## src/rtl/pe_bus_bridge.sv

```systemverilog
// Bridge between a processing element and the shared CGRA bus: queues PE requests,
// arbitrates for the bus, issues them in bounded bursts with a per-transaction timeout.
module pe_bus_bridge #(
    parameter int unsigned DATA_W     = 32,
    parameter int unsigned ADDR_W     = 32,
    parameter int unsigned FIFO_DEPTH = 4,
    parameter int unsigned MAX_BURST  = 4,
    parameter int unsigned TIMEOUT    = 255
) (
    input  logic              clk,
    input  logic              reset,
    input  logic              pe_req_valid,
    output logic              pe_req_ready,
    input  logic [1:0]        pe_req_type,
    input  logic [ADDR_W-1:0] pe_req_addr,
    input  logic [DATA_W-1:0] pe_req_data,
    input  logic              pe_done,
    output logic              pe_rsp_valid,
    output logic [DATA_W-1:0] pe_rsp_data,
    output logic              pe_rsp_err,
    output logic              exec_complete,
    output logic              bus_request,
    input  logic              grant,
    output logic              bus_mem_read,
    output logic              bus_mem_write,
    output logic              bus_reg_read,
    output logic              bus_reg_write,
    output logic [ADDR_W-1:0] bus_addr,
    output logic [DATA_W-1:0] bus_wdata,
    input  logic              mem_ack,
    input  logic              data_ready,
    input  logic [DATA_W-1:0] bus_rdata
);

    localparam int unsigned PTR_W   = (FIFO_DEPTH > 1) ? $clog2(FIFO_DEPTH) : 1;
    localparam int unsigned CNT_W   = PTR_W + 1;
    localparam int unsigned BURST_W = $clog2(MAX_BURST + 1);
    localparam int unsigned TMO_W   = $clog2(TIMEOUT + 1);

    // kind[1]: register file target, kind[0]: write
    typedef struct packed {
        logic [1:0]        kind;
        logic [ADDR_W-1:0] addr;
        logic [DATA_W-1:0] data;
    } req_t;

    typedef enum logic [2:0] {
        ST_IDLE,
        ST_REQ,
        ST_ISSUE,
        ST_RESP,
        ST_RELEASE
    } state_e;

    req_t              fifo_mem [FIFO_DEPTH];
    logic [PTR_W-1:0]  wr_ptr_q, rd_ptr_q;
    logic [CNT_W-1:0]  count_q, count_d;
    logic              push_c, pop_c;
    req_t              head_c;

    state_e            state_q, state_d;
    logic [BURST_W-1:0] burst_q, burst_d;
    logic [TMO_W-1:0]  tmo_q, tmo_d;
    logic              done_flag_q, done_flag_d;

    logic              bus_request_q, bus_request_d;
    logic              mem_rd_q, mem_rd_d;
    logic              mem_wr_q, mem_wr_d;
    logic              reg_rd_q, reg_rd_d;
    logic              reg_wr_q, reg_wr_d;
    logic [ADDR_W-1:0] addr_q, addr_d;
    logic [DATA_W-1:0] wdata_q, wdata_d;
    logic              rsp_valid_q, rsp_valid_d;
    logic [DATA_W-1:0] rsp_data_q, rsp_data_d;
    logic              rsp_err_q, rsp_err_d;
    logic              exec_q, exec_d;

    logic              head_is_reg_c, head_is_wr_c, head_done_c;

    // Request queue: a pop never frees a slot for a push in the same cycle
    assign pe_req_ready = (count_q < CNT_W'(FIFO_DEPTH));
    assign push_c       = pe_req_valid && pe_req_ready;
    assign head_c       = fifo_mem[rd_ptr_q];

    always_ff @(posedge clk) begin
        if (push_c) begin
            fifo_mem[wr_ptr_q] <= '{kind: pe_req_type, addr: pe_req_addr, data: pe_req_data};
        end
    end

    always_comb begin
        count_d = count_q;
        if (push_c && !pop_c) begin
            count_d = count_q + CNT_W'(1);
        end else if (!push_c && pop_c) begin
            count_d = count_q - CNT_W'(1);
        end
    end

    assign head_is_reg_c = head_c.kind[1];
    assign head_is_wr_c  = head_c.kind[0];
    assign head_done_c   = head_is_reg_c ? data_ready : mem_ack;

    // Next state, counters and next values of every registered output
    always_comb begin
        state_d       = state_q;
        burst_d       = burst_q;
        tmo_d         = '0;
        pop_c         = 1'b0;
        bus_request_d = 1'b0;
        mem_rd_d      = 1'b0;
        mem_wr_d      = 1'b0;
        reg_rd_d      = 1'b0;
        reg_wr_d      = 1'b0;
        addr_d        = '0;
        wdata_d       = '0;
        rsp_valid_d   = 1'b0;
        rsp_data_d    = '0;
        rsp_err_d     = 1'b0;
        done_flag_d   = done_flag_q || pe_done;
        exec_d        = 1'b0;

        case (state_q)
            ST_IDLE: begin
                if (count_q != '0) begin
                    state_d = ST_REQ;
                end
            end
            ST_REQ: begin
                if (grant) begin
                    state_d = ST_ISSUE;
                end
            end
            ST_ISSUE: begin
                if (head_done_c) begin
                    pop_c       = 1'b1;
                    rsp_valid_d = 1'b1;
                    rsp_data_d  = head_is_wr_c ? '0 : bus_rdata;
                    state_d     = ST_RESP;
                end else if (tmo_q == TMO_W'(TIMEOUT - 1)) begin
                    pop_c       = 1'b1;
                    rsp_valid_d = 1'b1;
                    rsp_err_d   = 1'b1;
                    state_d     = ST_RESP;
                end else if (!grant) begin
                    state_d = ST_REQ;
                end else begin
                    tmo_d = tmo_q + TMO_W'(1);
                end
            end
            ST_RESP: begin
                burst_d = burst_q + BURST_W'(1);
                if ((count_q != '0) && grant && (burst_d < BURST_W'(MAX_BURST))) begin
                    state_d = ST_ISSUE;
                end else begin
                    state_d = ST_RELEASE;
                end
            end
            ST_RELEASE: begin
                burst_d = '0;
                state_d = ST_IDLE;
            end
            default: begin
                state_d = ST_IDLE;
            end
        endcase

        bus_request_d = (state_d == ST_REQ) || (state_d == ST_ISSUE) || (state_d == ST_RESP);

        // The head entry is stable while issued; it only leaves on the completing edge
        if (state_d == ST_ISSUE) begin
            mem_rd_d = !head_is_reg_c && !head_is_wr_c;
            mem_wr_d = !head_is_reg_c &&  head_is_wr_c;
            reg_rd_d =  head_is_reg_c && !head_is_wr_c;
            reg_wr_d =  head_is_reg_c &&  head_is_wr_c;
            addr_d   = head_is_reg_c ? ADDR_W'(head_c.addr[4:0]) : head_c.addr;
            wdata_d  = head_is_wr_c ? head_c.data : '0;
        end

        exec_d = done_flag_d && (count_d == '0) && (state_d == ST_IDLE);
    end

    always_ff @(posedge clk or negedge reset) begin
        if (!reset) begin
            wr_ptr_q      <= '0;
            rd_ptr_q      <= '0;
            count_q       <= '0;
            state_q       <= ST_IDLE;
            burst_q       <= '0;
            tmo_q         <= '0;
            done_flag_q   <= 1'b0;
            bus_request_q <= 1'b0;
            mem_rd_q      <= 1'b0;
            mem_wr_q      <= 1'b0;
            reg_rd_q      <= 1'b0;
            reg_wr_q      <= 1'b0;
            addr_q        <= '0;
            wdata_q       <= '0;
            rsp_valid_q   <= 1'b0;
            rsp_data_q    <= '0;
            rsp_err_q     <= 1'b0;
            exec_q        <= 1'b0;
        end else begin
            if (push_c) begin
                wr_ptr_q <= wr_ptr_q + PTR_W'(1);
            end
            if (pop_c) begin
                rd_ptr_q <= rd_ptr_q + PTR_W'(1);
            end
            count_q       <= count_d;
            state_q       <= state_d;
            burst_q       <= burst_d;
            tmo_q         <= tmo_d;
            done_flag_q   <= done_flag_d;
            bus_request_q <= bus_request_d;
            mem_rd_q      <= mem_rd_d;
            mem_wr_q      <= mem_wr_d;
            reg_rd_q      <= reg_rd_d;
            reg_wr_q      <= reg_wr_d;
            addr_q        <= addr_d;
            wdata_q       <= wdata_d;
            rsp_valid_q   <= rsp_valid_d;
            rsp_data_q    <= rsp_data_d;
            rsp_err_q     <= rsp_err_d;
            exec_q        <= exec_d;
        end
    end

    assign bus_request   = bus_request_q;
    assign bus_mem_read  = mem_rd_q;
    assign bus_mem_write = mem_wr_q;
    assign bus_reg_read  = reg_rd_q;
    assign bus_reg_write = reg_wr_q;
    assign bus_addr      = addr_q;
    assign bus_wdata     = wdata_q;
    assign pe_rsp_valid  = rsp_valid_q;
    assign pe_rsp_data   = rsp_data_q;
    assign pe_rsp_err    = rsp_err_q;
    assign exec_complete = exec_q;

endmodule

```

## config.mk

```make
export PLATFORM = sky130hd
export DESIGN_NAME = pe_bus_bridge
export DESIGN_NICKNAME = d
export VERILOG_FILES = /design/src/rtl/pe_bus_bridge.sv
export SDC_FILE = /design/constraint.sdc
export NUM_CORES = 1
export LEC_CHECK = 0
export CAP_MARGIN = 25
export CORE_MARGIN = 8
export CORE_UTILIZATION = 35
export DETAILED_ROUTE_END_ITERATION = 7
export GPL_ROUTABILITY_DRIVEN = 0
export SLEW_MARGIN = 25
export SYNTH_ARGS = -nofsm -noshare
export SYNTH_HDL_FRONTEND = slang
export SYNTH_SLANG_ARGS = --single-unit
```

## constraint.sdc

```tcl
create_clock -name clk -period 6.8 [get_ports clk]
set_input_delay 1.36 -clock clk [delete_from_list [all_inputs] [get_ports clk]]
set_output_delay 1.36 -clock clk [all_outputs]
set_load 0.05 [all_outputs]
```

==> results.json <==
{
  "arrival_ns": 3.74,
  "postCtsHoldBufs": 0,
  "drt_first_iter_violations": 363,
  "hold_path.startpoint": "done_flag_q",
  "critical_path_class": "in2reg",
  "crit_fanout": 42,
  "reg2reg_slack_ns": 3.44,
  "crit_start": "pe_req_valid",
  "worstPathRequired_ns": 6.97,
  "critical_path_buf_inv_count": 2,
  "die_h_um": 216,
  "cts_tree": "built",
  "crit_path_max_incr_delay_ns": 0.68,
  "status": "completed",
  "drc": 0,
  "die_w_um": 216,
  "hpwl_mm": 18.3,
  "synth.distinct_cells": 40,
  "yosysSeqAreaShare": 0.791,
  "clock_sinks": 390,
  "drive_above_1_share": 0.158,
  "timing.final.crit_share": 0.524,
  "h-tree-depth": 2,
  "path_cells": "clkdlybuf4s50_1 -> nor2b_1 -> and2_4 -> buf_4",
  "synthesis.nets": 803,
  "min_period_ns": 3.56,
  "synthFlopType": "edfxtp_1",
  "dr_total_vias": 6794,
  "worstSetupStartpointType": "input port",
  "fill_cells": 3461,
  "critPathCaptureType": "flop",
  "track_usage": 0.123,
  "pre_cts_ws_ns": 2.66,
  "relSlewSlack": 0.318,
  "tightest_slew_ns": 1.02,
  "dieArea_um2": 46700,
  "leakagePower_nw": 6.49,
  "crit_slowest_cell": "and2_4",
  "detail-route-antenna-nets": 0,
  "grt_first_pass_wirelength_mm": 44.6,
  "core-area_um2": 39600,
  "grt_pass1_vias": 7314,
  "p_per_area_nw_per_um2": 382,
  "clock_skew_ns": 0.0131,
  "synth.cell_area_um2": 14000,
  "clkTransAtPathRegs_ns": 0.06,
  "cap_violations": 0,
  "setup_slack_ns": 3.24,
  "post_cts_buffers": 0,
  "ys.warnings.count": 0,
  "ys_seq_elements": 390,
  "wl_per_cell_um": 19.7,
  "drv_slew": 0,
  "first_pass_iters": 4,
  "rows": 73,
  "cts-root-buf": "clkbuf_16",
  "crit_family": "simple AND/OR/NAND/NOR gates",
  "tns_ns": 0,
  "synth_edf_count": 264,
  "overflow": 0,
  "grt_max_degree": 70,
  "avgSynthCellArea_um2": 20.4,
  "vias_per_cell": 4.59,
  "synth_cells": 688,
  "clock_latency_ns": 0.53,
  "nNetsFinal": 1038,
  "area_growth_pct": 28.8,
  "cts_resized": 0,
  "setup_violations": 0,
  "async_flop_share": 0.323,
  "hold_path.class": "reg2reg",
  "antenna_found_initial": 3,
  "rsz0062_at_grt": "false",
  "hold_viol": 0,
  "ios": 210,
  "ir_drop_uv": 184,
  "fmax_ghz": 0.281,
  "r2r_start": "rd_ptr_q[1]",
  "clock_path_buffers": 3,
  "initial_core_util": 0.354,
  "wl_mm": 29.1,
  "port_buffers": 209,
  "cts_buffers": 41
}
[layer usage]
metal / wire length (um) / global-route usage
met1: 13300 / 0.167
met3: 2060 / 0.0393
met4: 480 / 0.0298
met5: 40 / 0
met2: 13300 / 0.192
[per-stage QoR]
step	util	std cells	hold WS (ns)	area (um^2)	power (W)
finish	0.455	1481	0.450	18100	0.00689
global route	0.455	1480	0.477	18000	0.00722
CTS	0.455	1480	0.453	18000	0.00701
floorplan	-	688	0.423	14000	0.00425
global placement	0.422	1403	0.446	16700	0.00486
detailed placement	0.423	1405	0.440	16800	0.00487
[logic make-up (layout without fill, tap and decap cells)]
group	Yosys count	in the layout	synth area share
buffers and inverters	35	302	0.0101
and+or+nand+nor	153	153	0.0648
muxes	69	69	0.109
other	0	1	0
adders and majority gates	10	10	0.00893
AOI/OAI and AO/OA	18	18	0.00893
DFF	390	390	0.791
xor gates and xnor gates	13	13	0.00812
[sequential cells by signal, summed over array words and instances (netlist names), 2 cells and up]
register / flops
bus_addr: 32
fifo_mem: 264
pe_rsp_data: 32
rd_ptr_q: 2
burst_q: 3
count_q: 3
wr_ptr_q: 2
bus_wdata: 32
tmo_q: 8
state_q: 3
[placed cells by master (no fill, tap or decap), types with 4 or more instances in the layout]
master           instances
buf_4                    7
clkbuf_8                 4
inv_1                    8
clkbuf_1                 6
a21oi_1                  6
clkdlybuf4s50_1        208
clkinv_2                10
nand4_1                  6
edfxtp_1               264
clkinv_1                 8
nand2_1                  8
xor2_1                   5
dfrtp_1                124
nor2_1                  15
nand3_1                  4
clkbuf_16               41
ha_1                    10
mux4_2                  66
and2_4                   4
nor2b_1                 67
xnor2_1                  8
and2_1                  32
[synthesized netlist by cell type, types with 2 or more instances]
cell type | n | area, um^2
and2_1 | 36 | 225
buf_1 | 3 | 11.3
and4_1 | 2 | 17.5
nand2b_1 | 3 | 18.8
clkbuf_1 | 22 | 82.6
xnor2_1 | 8 | 70.1
ha_1 | 10 | 125
o21ai_0 | 3 | 15.0
nand4_1 | 6 | 37.5
nor2_1 | 15 | 56.3
nand2_1 | 8 | 30.0
nand3_1 | 4 | 20.0
nor2b_1 | 67 | 419
edfxtp_1 | 264 | 7930
mux4_2 | 66 | 1490
inv_1 | 8 | 30.0
a21oi_1 | 6 | 30.0
dfrtp_1 | 126 | 3150
or2_2 | 3 | 18.8
mux2i_1 | 2 | 20.0
xor2_1 | 5 | 43.8
and3_1 | 3 | 18.8
[worst reg2reg max path, stage by stage, from the launching register on]
cell and delay [ns]:
dfrtp_4 0.39, buf_4 0.77, mux4_2 0.49, mux2_4 0.36, o21ai_4 0.29, inv_4 0.10
or3_4 0.40, or3_1 0.36, nor3_2 0.12
[layout make-up]
class	instances	area (um^2)	share of cell area
antenna	1	2.50	0.000139
clock buffer	51	1100	0.0611
clock inverter	24	175	0.00970
inverter	9	36.3	0.00201
multi-input combinational	263	2800	0.155
sequential	390	11100	0.614
tap	525	657	0.0364
timing repair buffer	218	2190	0.121
[worst paths after layout]
| path | end | cells past startpoint |
|---|---|---|
| max in group asynchronous | bus_wdata[26] | 2 |
| min reg2reg | done_flag_q | 1 |
| max reg2reg | exec_complete | 8 |
| min in group asynchronous | done_flag_q | 1 |
| max | fifo_mem[1][64] | 4 |
| min | done_flag_q | 1 |
[power breakdown]
part           internal (W)  switching [W]
combinational      0.000797        0.00102
clock               0.00123       0.000881
sequential          0.00282       0.000147
No activity file was read; power rests on OpenSTA's default activity.
==> RTL change 1, RTL diff (config.mk and constraints unchanged) <==
Change the parameter `ADDR_W` from 32 to 40.
--- a/src/rtl/pe_bus_bridge.sv
+++ b/src/rtl/pe_bus_bridge.sv
@@ -2,7 +2,7 @@
 // arbitrates for the bus, issues them in bounded bursts with a per-transaction timeout.
 module pe_bus_bridge #(
     parameter int unsigned DATA_W     = 32,
-    parameter int unsigned ADDR_W     = 32,
+    parameter int unsigned ADDR_W     = 40,
     parameter int unsigned FIFO_DEPTH = 4,
     parameter int unsigned MAX_BURST  = 4,
     parameter int unsigned TIMEOUT    = 255
Ports: changed (resized bus_addr and pe_req_addr); port bits go from 210 to 226. The function was not compared with the original's and may differ.
==> RTL change 1 against the unedited design <==
Sequential share of layout area is 0.37 points higher. Sequential cell count is 40 higher. Clock power is 13% higher. Final area is 9.8% higher. Sequential power is 12% higher. Maximum frequency is 2.5% lower. Total power is 11% higher. Area after synthesis is 10% higher. Worst setup slack worse by 0.093 ns. Wire length is 12% higher.
==> RTL change 1: results (changes against the unedited design) <==
<table>
<tr><th>Metric</th><th>Value</th></tr>
<tr><th colspan="2">GRT</th></tr>
<tr><td>Total Routing Usage GR</td><td>0.128 (was 0.123)</td></tr>
<tr><td>Via count of the first global-routing pass</td><td>8165 (was 7314)</td></tr>
<tr><td>Initial antenna violation count</td><td>2 (was 3)</td></tr>
<tr><th colspan="2">Synthesis</th></tr>
<tr><td>Cell types with the highest counts after synthesis</td><td>296 x sky130_fd_sc_hd__edfxtp_1, 134 x sky130_fd_sc_hd__dfrtp_1, 75 x sky130_fd_sc_hd__nor2b_1 (was 264 x sky130_fd_sc_hd__edfxtp_1, 126 x sky130_fd_sc_hd__dfrtp_1, 67 x sky130_fd_sc_hd__nor2b_1)</td></tr>
<tr><td>Proportion of synthesized chip area in sequential cells</td><td>0.794 (was 0.791)</td></tr>
<tr><td>Fraction of the mapped netlist area in compound gates</td><td>0.00812 (was 0.00893)</td></tr>
<tr><td>Number of synthesized flops with an enable pin</td><td>296 (was 264)</td></tr>
<tr><td>Proportion of register bits with asynchronous set or reset after synthesis</td><td>0.312 (was 0.323)</td></tr>
<tr><th colspan="2">Pwr</th></tr>
<tr><td>Leak pwr</td><td>7.06 nW (was 6.49 nW)</td></tr>
<tr><td>Maximum resistive drop on vdd</td><td>0.000192 V (was 0.000184 V)</td></tr>
<tr><th colspan="2">STA</th></tr>
<tr><td>Clock skew</td><td>0.0116 ns (was 0.0131 ns)</td></tr>
<tr><td>Worst slew margin relative to its limit</td><td>0.405 (was 0.318)</td></tr>
<tr><th colspan="2">Cells and area</th></tr>
<tr><td>Number of antenna cells inserted</td><td>0 (was 1)</td></tr>
<tr><td>Ratio of cells with drive above 1 in the final layout</td><td>0.154 (was 0.158)</td></tr>
<tr><td>Post-route non-filler standard cell count</td><td>1628 (was 1481)</td></tr>
<tr><td>Number of fill cells</td><td>3790 (was 3461)</td></tr>
<tr><td>Number of flip-flops in the largest register</td><td>296 (was 264)</td></tr>
<tr><th colspan="2">Route</th></tr>
<tr><td>Overall routed net length</td><td>32700 µm (was 29100 µm)</td></tr>
<tr><td>Iteration count of the initial detailed-routing pass</td><td>5 (was 4)</td></tr>
<tr><th colspan="2">Worst setup path</th></tr>
<tr><td>Critical path fanouts, max</td><td>38 (was 42)</td></tr>
<tr><td>Worst flop-to-flop path startpoint</td><td>rd_ptr_q[0] (was rd_ptr_q[1])</td></tr>
<tr><td>CP arrival</td><td>3.86 ns (was 3.74 ns)</td></tr>
<tr><th colspan="2">Placement</th></tr>
<tr><td>Placed cell areas</td><td>18400 µm² (was 16800 µm²)</td></tr>
<tr><td>Number of port buffers</td><td>225 (was 209)</td></tr>
<tr><th colspan="2">Clock tree</th></tr>
<tr><td>Total CTS buffers</td><td>45 (was 41)</td></tr>
<tr><td>Clock latency on the worst-skew pair</td><td>0.57 ns (was 0.53 ns)</td></tr>
<tr><th colspan="2">Outcome</th></tr>
<tr><td>Result of the run</td><td>completed (unchanged)</td></tr>
</table>
RTL change 1: cell type report:
cell class                      count  area [µm²]  area share
Sequential cell                   430       12200       0.618
Clock inverter                     18         166     0.00839
Inverter                            9        36.3     0.00183
Clock buffer                       66        1280      0.0644
Multi-Input combinational cell    279        3030       0.153
Timing Repair Buffer              234        2320       0.117
Tap cell                          592         741      0.0374
RTL change 1: layer usage:
metal / share of wire / wire (µm) / track usage
met1: 0.45 / 14800 / 0.172
met2: 0.46 / 15000 / 0.201
met3: 0.068 / 2240 / 0.0318
met4: 0.021 / 688 / 0.0419
met5: 0.00034 / 11 / 0
RTL change 1: logic make-up (layout without fill, tap and decap cells):
logic type / Yosys count / in the layout
XOR/XNOR: 13 / 13
AND/OR/NAND/NOR: 161 / 161
AO/OA/AOI/OAI: 18 / 18
buffers and inverters: 37 / 327
adder cells (fa/ha/maj): 10 / 10
flip-flops: 430 / 430
multiplexers: 77 / 77
RTL change 1: final timing paths:
path / to / slack (ns) / cells after the start
setup reg to reg: exec_complete / 3.49 / 7
setup / recovery: fifo_mem[3][17] / 3.15 / 4
hold reg to reg: done_flag_q / 0.47 / 1
min in group asynchronous: tmo_q[0] / 0.82 / 1
hold / removal: done_flag_q / 0.47 / 1
max in group asynchronous: bus_wdata[24] / 4.62 / 2
RTL change 1: worst max-delay path, cell delays in order:
cell and delay [ns]:
sky130_fd_sc_hd__clkdlybuf4s50_1 0.53, sky130_fd_sc_hd__nor2b_1 0.64, sky130_fd_sc_hd__and2_4 0.69, sky130_fd_sc_hd__buf_4 0.60
RTL change 1: power by group:
| group | switching (mW) | internal [mW] | total [mW] |
|---|---|---|---|
| clock network | 0.996 | 1.39 | 2.38 |
| logic | 1.07 | 0.864 | 1.93 |
| registers | 0.199 | 3.11 | 3.31 |
| total | 2.26 | 5.36 | 7.62 |
==> RTL change 2, RTL diff (config.mk and constraints unchanged) <==
Made on the original files. Put one more register stage on the output `pe_rsp_err`. The value now appears one clock later. The other outputs are not delayed to match.
--- a/src/rtl/pe_bus_bridge.sv
+++ b/src/rtl/pe_bus_bridge.sv
@@ -235,7 +235,9 @@
     assign bus_wdata     = wdata_q;
     assign pe_rsp_valid  = rsp_valid_q;
     assign pe_rsp_data   = rsp_data_q;
-    assign pe_rsp_err    = rsp_err_q;
+    always_ff @(posedge clk) begin
+        pe_rsp_err <= rsp_err_q;
+    end
     assign exec_complete = exec_q;
 
 endmodule
Behaviour: same outputs for any inputs over 4 cycles, from zero or initial values and one cycle with reset low; that may be too few to reach the edited logic, so the function may still have changed.
==> RTL change 2 against the unedited design <==
Wire length up 2.9%. Clock skew rose by 0.0080 ns. Critical path depth unchanged. Sequential share of layout area shrank 0.076 points. Sequential cell count grew 1. Final area is 0.31% higher. Largest power group unchanged. Die area up 0.13%. Worst setup slack worse by 0.0083 ns. Total power rose by 0.27%. Area after synthesis rose by 0.14%. Final cell count rose by 0.14%.
==> RTL change 2: results (changes against the unedited design) <==
<table>
<tr><th>Metric</th><th>Value</th></tr>
<tr><th colspan="2">Synthesis</th></tr>
<tr><td>Number of distinct standard cells referenced by the synthesized netlist</td><td>41 (was 40)</td></tr>
<tr><td>Proportion of synthesized chip area in sequential cells</td><td>0.791 (about the same)</td></tr>
<tr><td>Proportion of register bits with asynchronous set or reset after synthesis</td><td>0.322 (was 0.323)</td></tr>
<tr><td>Synthesized instance count</td><td>689 (was 688)</td></tr>
<tr><td>Synthesized Nets</td><td>804 (was 803)</td></tr>
<tr><td>Ranking of synthesized cells by area</td><td>sky130_fd_sc_hd__edfxtp_1 56%, sky130_fd_sc_hd__dfrtp_1 22%, sky130_fd_sc_hd__mux4_2 11% (was sky130_fd_sc_hd__edfxtp_1 57%, sky130_fd_sc_hd__dfrtp_1 22%, sky130_fd_sc_hd__mux4_2 11%)</td></tr>
<tr><th colspan="2">Placement</th></tr>
<tr><td>Total instance count after detailed placement</td><td>1407 (was 1405)</td></tr>
<tr><td>Detail Placement HPWL</td><td>18900 µm (was 18300 µm)</td></tr>
<tr><th colspan="2">Worst setup path</th></tr>
<tr><td>Critical path fanouts, max</td><td>37 (was 42)</td></tr>
<tr><td>CP arrival</td><td>3.73 ns (was 3.74 ns)</td></tr>
<tr><td>Setup slack, reg-to-reg</td><td>3.40 ns (was 3.44 ns)</td></tr>
<tr><th colspan="2">Route</th></tr>
<tr><td>Mean number of vias per cell</td><td>4.61 (was 4.59)</td></tr>
<tr><td>Iteration-0 DRC count of the detailed router</td><td>337 (was 363)</td></tr>
<tr><td>Overall routed net length</td><td>30000 µm (was 29100 µm)</td></tr>
<tr><th colspan="2">Pwr</th></tr>
<tr><td>Leak pwr</td><td>6.50 nW (was 6.49 nW)</td></tr>
<tr><td>Maximum resistive drop on vdd</td><td>0.000166 V (was 0.000184 V)</td></tr>
<tr><th colspan="2">STA</th></tr>
<tr><td>Worst slew margin relative to its limit</td><td>0.318 (about the same)</td></tr>
<tr><td>Clock skew</td><td>0.0211 ns (was 0.0131 ns)</td></tr>
<tr><th colspan="2">GRT</th></tr>
<tr><td>Initial antenna violation count</td><td>2 (was 3)</td></tr>
<tr><td>Maximum number of pins on one net before global-route repair</td><td>75 (was 70)</td></tr>
<tr><td>Via count of the first global-routing pass</td><td>7480 (was 7314)</td></tr>
<tr><td>Total Routing Usage GR</td><td>0.127 (was 0.123)</td></tr>
<tr><td>Wire length of the first global-routing pass</td><td>45900 µm (was 44600 µm)</td></tr>
<tr><th colspan="2">Cells and area</th></tr>
<tr><td>Post-route non-filler standard cell count</td><td>1483 (was 1481)</td></tr>
<tr><td>Number of nets in the finished design</td><td>1040 (was 1038)</td></tr>
<tr><td>Number of fill cells</td><td>3464 (was 3461)</td></tr>
<tr><td>Ratio of cells with drive above 1 in the final layout</td><td>0.159 (was 0.158)</td></tr>
<tr><td>Number of antenna cells inserted</td><td>0 (was 1)</td></tr>
<tr><th colspan="2">Outcome</th></tr>
<tr><td>Result of the run</td><td>completed (unchanged)</td></tr>
</table>
RTL change 2: changes by cell type after synthesis, sizes merged:
cell   change
dfxtp      +1
RTL change 2: per-stage QoR:
stage / utilization / hold slack (ns) / total power, mW / setup slack [ns] / area (µm²)
6_report: 0.457 / 0.344 / 6.91 / 3.23 / 18100
5_1_grt: 0.457 / 0.371 / 7.25 / 3.04 / 18100
4_1_cts: 0.457 / 0.346 / 7.05 / 3.18 / 18100
3_5_place_dp: 0.424 / 0.333 / 4.88 / 2.62 / 16800
3_3_place_gp: 0.423 / 0.331 / 4.87 / 2.68 / 16800
2_1_floorplan: - / 0.324 / 4.26 / 3.02 / 14000
RTL change 2: metal layers:
metal  GRT usage  vias up  part of all wire
met4      0.0331        4             0.013
met2       0.206      209              0.48
met1       0.165     3475              0.43
met5           0        -           0.00090
li1            -     3096                 -
met3      0.0396       47             0.077
RTL change 2: final timing paths:
path,from,to,depth (start not counted)
max in group asynchronous,reset,bus_addr[17],2
min in group asynchronous,reset,done_flag_q,1
worst min register to register,rsp_err_q,pe_rsp_err,0
worst min-delay path,rsp_err_q,pe_rsp_err,0
worst max register to register,rd_ptr_q[1],exec_complete,8
worst max-delay path,pe_req_valid,fifo_mem[2][41],4
RTL change 2: final cells by class:
| type | instances | area (µm²) | share of cell area |
|---|---|---|---|
| Multi-Input combinational cell | 263 | 2800 | 0.155 |
| Inverter | 9 | 36.3 | 0.00200 |
| Clock inverter | 22 | 194 | 0.0107 |
| Tap cell | 525 | 657 | 0.0363 |
| Timing Repair Buffer | 219 | 2210 | 0.122 |
| Sequential cell | 391 | 11100 | 0.613 |
| Clock buffer | 54 | 1090 | 0.0605 |
RTL change 2: critical path, stage by stage:
cell and delay (ns):
sky130_fd_sc_hd__clkdlybuf4s50_1 0.53, sky130_fd_sc_hd__nor2b_1 0.64, sky130_fd_sc_hd__and2_4 0.66, sky130_fd_sc_hd__buf_4 0.52
RTL change 2: report_power, final:
part	switching, mW	leakage [nW]	internal, mW	total [mW]
Sequential	0.162	4.10	2.82	2.99
Combinational	0.994	1.76	0.801	1.79
Clock	0.905	0.632	1.22	2.13
RTL change 2: cell families after synthesis:
kind of cell	after synthesis	synth area share
DFF	391	0.791
and+or+nand+nor	153	0.0647
muxes	69	0.108
buffers and inverters	35	0.0101
AOI/OAI and AO/OA	18	0.00892
xor gates and xnor gates	13	0.00811
adders and majority gates	10	0.00891
